[src/rtl/xsleena_sdr_arbiter_pkg.sv]
// Shared types and constants for the SDRAM read-port arbiter.
// Channel indices, FSM state encoding, default bus widths.
package xsleena_sdr_pkg;

    localparam int CH_MCPU = 0;
    localparam int CH_SCPU = 1;
    localparam int CH_OBJ  = 2;
    localparam int CH_BG1  = 3;
    localparam int CH_BG2  = 4;

    localparam int SDR_NCH = 5;
    localparam int SDR_AW  = 25;
    localparam int SDR_DW  = 16;

    typedef enum logic [1:0] {
        IDLE,
        ISSUE,
        WAIT,
        DONE
    } arb_st_t;

    // Round-robin successor: wraps from the last channel back
    // to the first video channel.
    function automatic logic [2:0] rr_next(
        input logic [2:0] g,
        input int         nch,
        input int         ncpu
    );
        return (g == 3'(nch - 1)) ? 3'(ncpu) : g + 3'd1;
    endfunction

endpackage

[src/rtl/xsleena_sdr_arbiter_if.sv]
// Bundle of requester-side and controller-side arbiter signals.
// master: the arbiter; slave: requesters plus SDRAM controller.
interface xsleena_sdr_arbiter_if
    import xsleena_sdr_pkg::*;
#(
    parameter int NCH = SDR_NCH,
    parameter int AW  = SDR_AW,
    parameter int DW  = SDR_DW
);
    logic [NCH*AW-1:0] ch_addr;
    logic [NCH-1:0]    ch_req;
    logic [NCH-1:0]    ch_rdy;
    logic [NCH*DW-1:0] ch_dout;
    logic [AW-1:0]     sdr_addr;
    logic              sdr_req;
    logic              sdr_rdy;
    logic [DW-1:0]     sdr_dout;
    logic [2:0]        grant;
    logic              busy;

    modport master (
        input  ch_addr, ch_req, sdr_rdy, sdr_dout,
        output ch_rdy, ch_dout, sdr_addr, sdr_req,
        output grant, busy
    );

    modport slave (
        output ch_addr, ch_req, sdr_rdy, sdr_dout,
        input  ch_rdy, ch_dout, sdr_addr, sdr_req,
        input  grant, busy
    );
endinterface

[src/rtl/xsleena_sdr_arbiter_rr_pick.sv]
// Combinational round-robin selector over channels LO..N-1.
// mask_i: eligible channels; ptr_i: first index searched; valid_o/idx_o: winner.
module xsleena_rr_pick #(
    parameter int N  = 5,
    parameter int LO = 2
) (
    input  logic [N-1:LO] mask_i,
    input  logic [2:0]    ptr_i,
    output logic          valid_o,
    output logic [2:0]    idx_o
);
    localparam int NV = N - LO;

    logic [3:0] j;

    always_comb begin
        valid_o = 1'b0;
        idx_o   = 3'(LO);
        j       = '0;
        for (int k = 0; k < NV; k++) begin
            j = {1'b0, ptr_i} + 4'(k);
            if (j >= 4'(N)) begin
                j = j - 4'(NV);
            end
            if (!valid_o && mask_i[j[2:0]]) begin
                valid_o = 1'b1;
                idx_o   = j[2:0];
            end
        end
    end
endmodule

[src/rtl/xsleena_sdr_arbiter.sv]
// Shares one SDRAM read port among CPU and video ROM requesters.
// Ports: CLK, RSTn (sync, active low), bus (master modport of the arbiter interface).
module xsleena_sdr_arbiter
    import xsleena_sdr_pkg::*;
#(
    parameter int NCH      = SDR_NCH,
    parameter int NCPU     = 2,
    parameter int AW       = SDR_AW,
    parameter int DW       = SDR_DW,
    parameter int MAX_WAIT = 64
) (
    input logic                  CLK,
    input logic                  RSTn,
    xsleena_sdr_arbiter_if.master bus
);
    localparam int         CW    = $clog2(MAX_WAIT + 1);
    localparam logic [CW-1:0] CMAX = CW'(MAX_WAIT);

    arb_st_t           st_q, st_d;
    logic [2:0]        grant_q, grant_d;
    logic [2:0]        ptr_q, ptr_d;
    logic [AW-1:0]     addr_q, addr_d;
    logic              req_q, req_d;
    logic [NCH-1:0]    rdy_q, rdy_d;
    logic [NCH-1:0]    mask_q;
    logic [NCH*DW-1:0] dout_q, dout_d;
    logic [CW-1:0]     cnt_q [NCPU:NCH-1];
    logic [CW-1:0]     cnt_d [NCPU:NCH-1];

    logic [NCH-1:0] elig;
    logic           frc_v, cpu_v, rr_v, pick_v;
    logic [2:0]     frc_idx, cpu_idx, rr_idx, pick_idx;

    // A channel that just saw ch_rdy is masked for one cycle so
    // it can drop its request without causing a second read.
    assign elig = bus.ch_req & ~mask_q;

    xsleena_rr_pick #(
        .N  (NCH),
        .LO (NCPU)
    ) u_rr (
        .mask_i  (elig[NCH-1:NCPU]),
        .ptr_i   (ptr_q),
        .valid_o (rr_v),
        .idx_o   (rr_idx)
    );

    // Starved video channels and CPU channels: lowest index wins,
    // so scan downward and let the last hit stick.
    always_comb begin
        frc_v   = 1'b0;
        frc_idx = '0;
        for (int i = NCH - 1; i >= NCPU; i--) begin
            if (elig[i] && cnt_q[i] == CMAX) begin
                frc_v   = 1'b1;
                frc_idx = 3'(i);
            end
        end
        cpu_v   = 1'b0;
        cpu_idx = '0;
        for (int i = NCPU - 1; i >= 0; i--) begin
            if (elig[i]) begin
                cpu_v   = 1'b1;
                cpu_idx = 3'(i);
            end
        end
    end

    always_comb begin
        pick_v   = frc_v | cpu_v | rr_v;
        pick_idx = rr_idx;
        priority case (1'b1)
            frc_v:   pick_idx = frc_idx;
            cpu_v:   pick_idx = cpu_idx;
            default: pick_idx = rr_idx;
        endcase
    end

    always_comb begin
        st_d    = st_q;
        grant_d = grant_q;
        ptr_d   = ptr_q;
        addr_d  = addr_q;
        req_d   = req_q;
        rdy_d   = '0;
        dout_d  = dout_q;
        unique case (st_q)
            IDLE: begin
                if (pick_v) begin
                    grant_d = pick_idx;
                    addr_d  = bus.ch_addr[int'(pick_idx)*AW +: AW];
                    st_d    = ISSUE;
                    if (pick_idx >= 3'(NCPU)) begin
                        ptr_d = rr_next(pick_idx, NCH, NCPU);
                    end
                end
            end
            ISSUE: begin
                req_d = 1'b1;
                st_d  = WAIT;
            end
            WAIT: begin
                if (bus.sdr_rdy) begin
                    dout_d[int'(grant_q)*DW +: DW] = bus.sdr_dout;
                    rdy_d[grant_q] = 1'b1;
                    req_d          = 1'b0;
                    st_d           = DONE;
                end
            end
            DONE: begin
                st_d = IDLE;
            end
            default: begin
                st_d = IDLE;
            end
        endcase
    end

    // A counter runs only while its channel requests and does not
    // own the port; it saturates at MAX_WAIT.
    always_comb begin
        cnt_d = cnt_q;
        for (int i = NCPU; i < NCH; i++) begin
            if (!bus.ch_req[i]) begin
                cnt_d[i] = '0;
            end else if ((st_q == IDLE && pick_v &&
                          pick_idx == 3'(i)) ||
                         (st_q != IDLE && grant_q == 3'(i))) begin
                cnt_d[i] = '0;
            end else if (cnt_q[i] != CMAX) begin
                cnt_d[i] = cnt_q[i] + 1'b1;
            end
        end
    end

    always_ff @(posedge CLK) begin
        if (!RSTn) begin
            st_q    <= IDLE;
            grant_q <= '0;
            ptr_q   <= 3'(NCPU);
            addr_q  <= '0;
            req_q   <= 1'b0;
            rdy_q   <= '0;
            mask_q  <= '0;
            dout_q  <= '0;
            for (int i = NCPU; i < NCH; i++) begin
                cnt_q[i] <= '0;
            end
        end else begin
            st_q    <= st_d;
            grant_q <= grant_d;
            ptr_q   <= ptr_d;
            addr_q  <= addr_d;
            req_q   <= req_d;
            rdy_q   <= rdy_d;
            mask_q  <= rdy_q;
            dout_q  <= dout_d;
            for (int i = NCPU; i < NCH; i++) begin
                cnt_q[i] <= cnt_d[i];
            end
        end
    end

    assign bus.ch_rdy   = rdy_q;
    assign bus.ch_dout  = dout_q;
    assign bus.sdr_addr = addr_q;
    assign bus.sdr_req  = req_q;
    assign bus.grant    = grant_q;
    assign bus.busy     = (st_q == ISSUE) || (st_q == WAIT);
endmodule

[src/flat_wrapper.sv]
// flat-port wrapper written by rule: the top's interface ports become plain ports
module xsleena_sdr_arbiter_flat import xsleena_sdr_pkg::*;
#(
    parameter int NCH      = SDR_NCH,
    parameter int NCPU     = 2,
    parameter int AW       = SDR_AW,
    parameter int DW       = SDR_DW,
    parameter int MAX_WAIT = 64
)
  (CLK, RSTn, bus_ch_addr, bus_ch_req, bus_sdr_rdy, bus_sdr_dout, bus_ch_rdy, bus_ch_dout, bus_sdr_addr, bus_sdr_req, bus_grant, bus_busy);
  xsleena_sdr_arbiter_if #(.NCH(NCH), .AW(AW), .DW(DW)) bus_i ();
  input logic CLK;
  input logic RSTn;
  input wire logic [$bits(bus_i.ch_addr)-1:0] bus_ch_addr;
  input wire logic [$bits(bus_i.ch_req)-1:0] bus_ch_req;
  input wire logic [$bits(bus_i.sdr_rdy)-1:0] bus_sdr_rdy;
  input wire logic [$bits(bus_i.sdr_dout)-1:0] bus_sdr_dout;
  output wire logic [$bits(bus_i.ch_rdy)-1:0] bus_ch_rdy;
  output wire logic [$bits(bus_i.ch_dout)-1:0] bus_ch_dout;
  output wire logic [$bits(bus_i.sdr_addr)-1:0] bus_sdr_addr;
  output wire logic [$bits(bus_i.sdr_req)-1:0] bus_sdr_req;
  output wire logic [$bits(bus_i.grant)-1:0] bus_grant;
  output wire logic [$bits(bus_i.busy)-1:0] bus_busy;
  assign bus_i.ch_addr = bus_ch_addr;
  assign bus_i.ch_req = bus_ch_req;
  assign bus_i.sdr_rdy = bus_sdr_rdy;
  assign bus_i.sdr_dout = bus_sdr_dout;
  assign bus_ch_rdy = bus_i.ch_rdy;
  assign bus_ch_dout = bus_i.ch_dout;
  assign bus_sdr_addr = bus_i.sdr_addr;
  assign bus_sdr_req = bus_i.sdr_req;
  assign bus_grant = bus_i.grant;
  assign bus_busy = bus_i.busy;
  xsleena_sdr_arbiter #(.NCH(NCH), .NCPU(NCPU), .AW(AW), .DW(DW), .MAX_WAIT(MAX_WAIT)) u_core (.CLK(CLK), .RSTn(RSTn), .bus(bus_i));
endmodule
[config.mk]
export PLATFORM = sky130hd
export DESIGN_NAME = xsleena_sdr_arbiter_flat
export DESIGN_NICKNAME = d
export VERILOG_FILES = /design/src/rtl/xsleena_sdr_arbiter_pkg.sv /design/src/rtl/xsleena_sdr_arbiter_if.sv /design/src/rtl/xsleena_sdr_arbiter_rr_pick.sv /design/src/rtl/xsleena_sdr_arbiter.sv /design/src/flat_wrapper.sv
export SDC_FILE = /design/constraint.sdc
export NUM_CORES = 1
export LEC_CHECK = 0
export ABC_AREA = 1
export CAP_MARGIN = 20
export CORE_ASPECT_RATIO = 0.75
export CORE_MARGIN = 4
export CORE_UTILIZATION = 47
export DETAILED_ROUTE_END_ITERATION = 8
export PLACE_DENSITY = 0.83
export SETUP_SLACK_MARGIN = 0.15
export SLEW_MARGIN = 0
export SYNTH_ARGS = -nofsm -noshare
export SYNTH_HDL_FRONTEND = slang
export SYNTH_SLANG_ARGS = --single-unit
[constraint.sdc]
create_clock -name CLK -period 3.3 [get_ports CLK]
set_input_delay 0.66 -clock CLK [delete_from_list [all_inputs] [get_ports CLK]]
set_output_delay 0.66 -clock CLK [all_outputs]
set_load 0.05 [all_outputs]
==> results.toml <==
[sta]
slew_violations = 0
hold_viol_final = 0
period_share_pct = 90.9
worst_pin_slew_ns = 0.739
timing.fmax_mhz = 333
fin_skew_ns = 0.0165
finalSetupViolations = 0
slew_headroom_pct = 50.7
fin_crit_ns = 3.00
rsz0062_at_grt = "false"
final.setup.worst_slack_ns = 0.300

[clock_tree]
cts_tree = "done"
root_buffer = "clkbuf_16"
clk_pin_slew_ns = 0.07
cts_made_buffers = 17
clockBufferDepth = 2
worstSkewPairLatency_ns = 0.44
cts.sinks = 145
cts_hold_buf = 0
h-tree-depth = 4

[routing]
wl_per_cell_um = 16.3
wl_met1_mm = 11.8
drt_drc_violations_left = 0
ant_nets = 0
via_per_inst = 5.24
routed_wl_mm = 27.8
drt_pass1_iterations = 6
met3_length_mm = 2.61
drt_iter0_drc = 882
route.vias.total = 8937
dr.max_layer_used = "met4"
met2_length_mm = 12.9

[job]
cap_violations = 0

[floorplanning]
start_util_pct = 48.7
io_pins = 264
fp.dieH_um = 120
dieArea_um2 = 19000
die_w_um = 158
core.rowCount = 40
core_area_um2 = 16300

[hold_path]
worstHoldPathType = "reg2reg"
whs_endpoint = "u_core.mask_q[3]"
min_from = "u_core.bus.ch_rdy[3]"
hold_depth = 2

[synthesis]
yosys.area.top_type_share_pct = 36.6
synth_area_leader_cell = "dfxtp_1"
synth_area_um2 = 7930
syn_nets = 1404
synth_area_leaders = "dfxtp_1 37%, nand2_1 12%, inv_1 10%"
synth-seq-area-share_pct = 36.6
syn_inst = 1230
ys_ff_latch = 145
ys.warnings.count = 0
avgSynthCellArea_um2 = 6.45
synth.distinct_cells = 38

[place]
hpwl_mm = 20.3
placed_area_um2 = 10800
portBuffers = 263
gp_congestion = 0.890
dp_slack_ns = -0.0348

[global_route]
grt_max_degree = 61
grt-ovfl-total = 0
grt_pass1_vias = 8277
antenna_found_initial = 0
grtUsageTotal_pct = 28.2
grt_pass1_wl_mm = 43.1

[finish]
final_core_util_pct = 71.2
layout-drive-gt1-share_pct = 7.22
area_delta_synth_final_pct = 46.1
stdcell_area_um2 = 11600
final_cell_mix = "262 x clkdlybuf4s50_1, 253 x nand2_1, 215 x inv_1, 143 x dfxtp_1, 124 x nand3_1"
fin_nets = 1656
layout_commonest_cell = "clkdlybuf4s50_1"
n_antenna_cell = 0

[critical_path]
rrSetupSlack_ns = 0.30
crit_path_end_kind = "flip-flop"
cpMostUsedCell = "nand2_1"
cp_slowest_stage_delay_ns = 0.41
critPathRequiredTime_ns = 3.66
rr_endpoint = "u_core.cnt_q[10]"
worstPathMaxFanout = 8
worstSetupPathType = "reg2reg"
slowest_stage = "dfxtp_4"
crit_arrival_ns = 3.36
startpoint_type = "flip-flop"
crit_chain = "clkinvlp_4 > ha_1 > inv_1 > nand2_1 > nand3_2 > nand2_1 > nand2_1 > nand2_1 > nand2_1 > nand2_2 > nand3_2 > nand2_1 > nand2_1 > nand3_1 > nand2_1 > nand2_2 > nand2_4 > inv_1 > ha_1 > ha_1 > nand2_2 > nand4_4 > nor3b_2"
r2r_cells = 23
worstReg2RegStart = "u_core.ptr_q[1]"
worst-path-buf-inv = 3
path_delay_family = "simple AND/OR/NAND/NOR gates"

[pwr]
power.density_nw_per_um2 = 658
vdd_drop_max_mv = 0.358
leakagePower_nw = 5.13

[outcome]
status = "finished clean"
[cell families (layout without fill, tap and decap cells)]
group	after synthesis	count (layout)	synth area share, %
AO/OA/AOI/OAI	215	215	14.1
AND/OR/NAND/NOR	555	555	30.6
XOR/XNOR	9	9	0.994
flip-flops	145	145	36.6
buffers and inverters	281	546	13.8
adder cells (fa/ha/maj)	25	25	3.95
[metrics by stage]
| stage | cells | total power [mW] | setup TNS (ns) | hold WS, ns |
|---|---|---|---|---|
| final | 1705 | 7.62 | 0 | 0.448 |
| after global routing | 1705 | 8.04 | 0 | 0.463 |
| after CTS | 1702 | 7.50 | 0 | 0.449 |
| after detailed placement | 1670 | 5.58 | -0.0454 | 0.431 |
| after floorplan | 1230 | 4.41 | 0 | 0.457 |
| after global placement | 1670 | 5.51 | 0 | 0.419 |
[layout make-up]
class                           instances  area (µm²)
Inverter                              221         838
Clock buffer                           17         425
Multi-Input combinational cell        804        4070
Sequential cell                       145        2910
Clock inverter                         15         168
Tap cell                              210         263
Timing Repair Buffer                  293        2910
Fill cell                            1285        4680
[worst register-to-register path, delay by kind of cell, from the launching register on]
kind / cells / cell delay (ns)
DFF: 1 / 0.41
buffers and inverters: 3 / 0.24
and+or+nand+nor: 17 / 1.68
adders and majority gates: 3 / 0.59
[worst max-delay path by stage]
stage | startpoint | endpoint | slack (ns) | depth (start not counted)
after CTS | u_core.ptr_q[0] | u_core.cnt_q[10] | 0.16 | 21
after floorplan | u_core.ptr_q[0] | u_core.cnt_q[10] | 0.28 | 23
final | u_core.ptr_q[1] | u_core.cnt_q[10] | 0.30 | 23
after global placement | bus_ch_req[4] | u_core.cnt_q[10] | 0.08 | 19
after detailed placement | bus_ch_req[4] | u_core.cnt_q[10] | -0.03 | 19
after global routing | u_core.ptr_q[1] | u_core.ptr_q[0] | 0.15 | 21
[per-layer routing]
layer / up-vias / GRT usage [%]
met5: - / 0
met4: 0 / 7.73
met3: 51 / 8.52
met2: 379 / 43.3
met1: 4094 / 38.8
li1: 4413 / -
[state kept, by name, summed over array words and instances, names as in the netlist]
signal               count
u_core.bus.ch_dout      80
u_core.st_q              2
u_core.cnt_q            21
u_core.bus.ch_rdy        5
u_core.bus.grant         3
u_core.bus.sdr_addr     25
u_core.mask_q            5
u_core.bus.sdr_req       1
u_core.ptr_q             3
[synth_stat cells, drive strengths merged]
cell type and count:
inv 219, a21oi 112, a211oi 8, nand4 11
xor2 7, nand3b 1, xnor2 2, clkbuf 44
nor3b 1, nor2 91, ha 25, nand3 130
a21boi 1, nand2 268, nor4 7, and2 1
o21ai 92, nor3 42, and3 1, buf 16
clkinv 2, a221oi 1, dfxtp 145, or2 2
o21bai 1
[power by group]
group | total, mW | internal (mW) | switching (mW)
combinational | 3.55 | 1.15 | 2.40
sequential | 2.15 | 1.99 | 0.162
clock | 1.92 | 1.02 | 0.905
total | 7.62 | 4.16 | 3.47
[repair_timing]
item                       in CTS  in global routing
pin swaps                       0                  8
buffers inserted                0                  3
setup endpoints to repair      22                 49
gates resized for setup         1                 33
No activity file was read; power rests on OpenSTA's default activity.
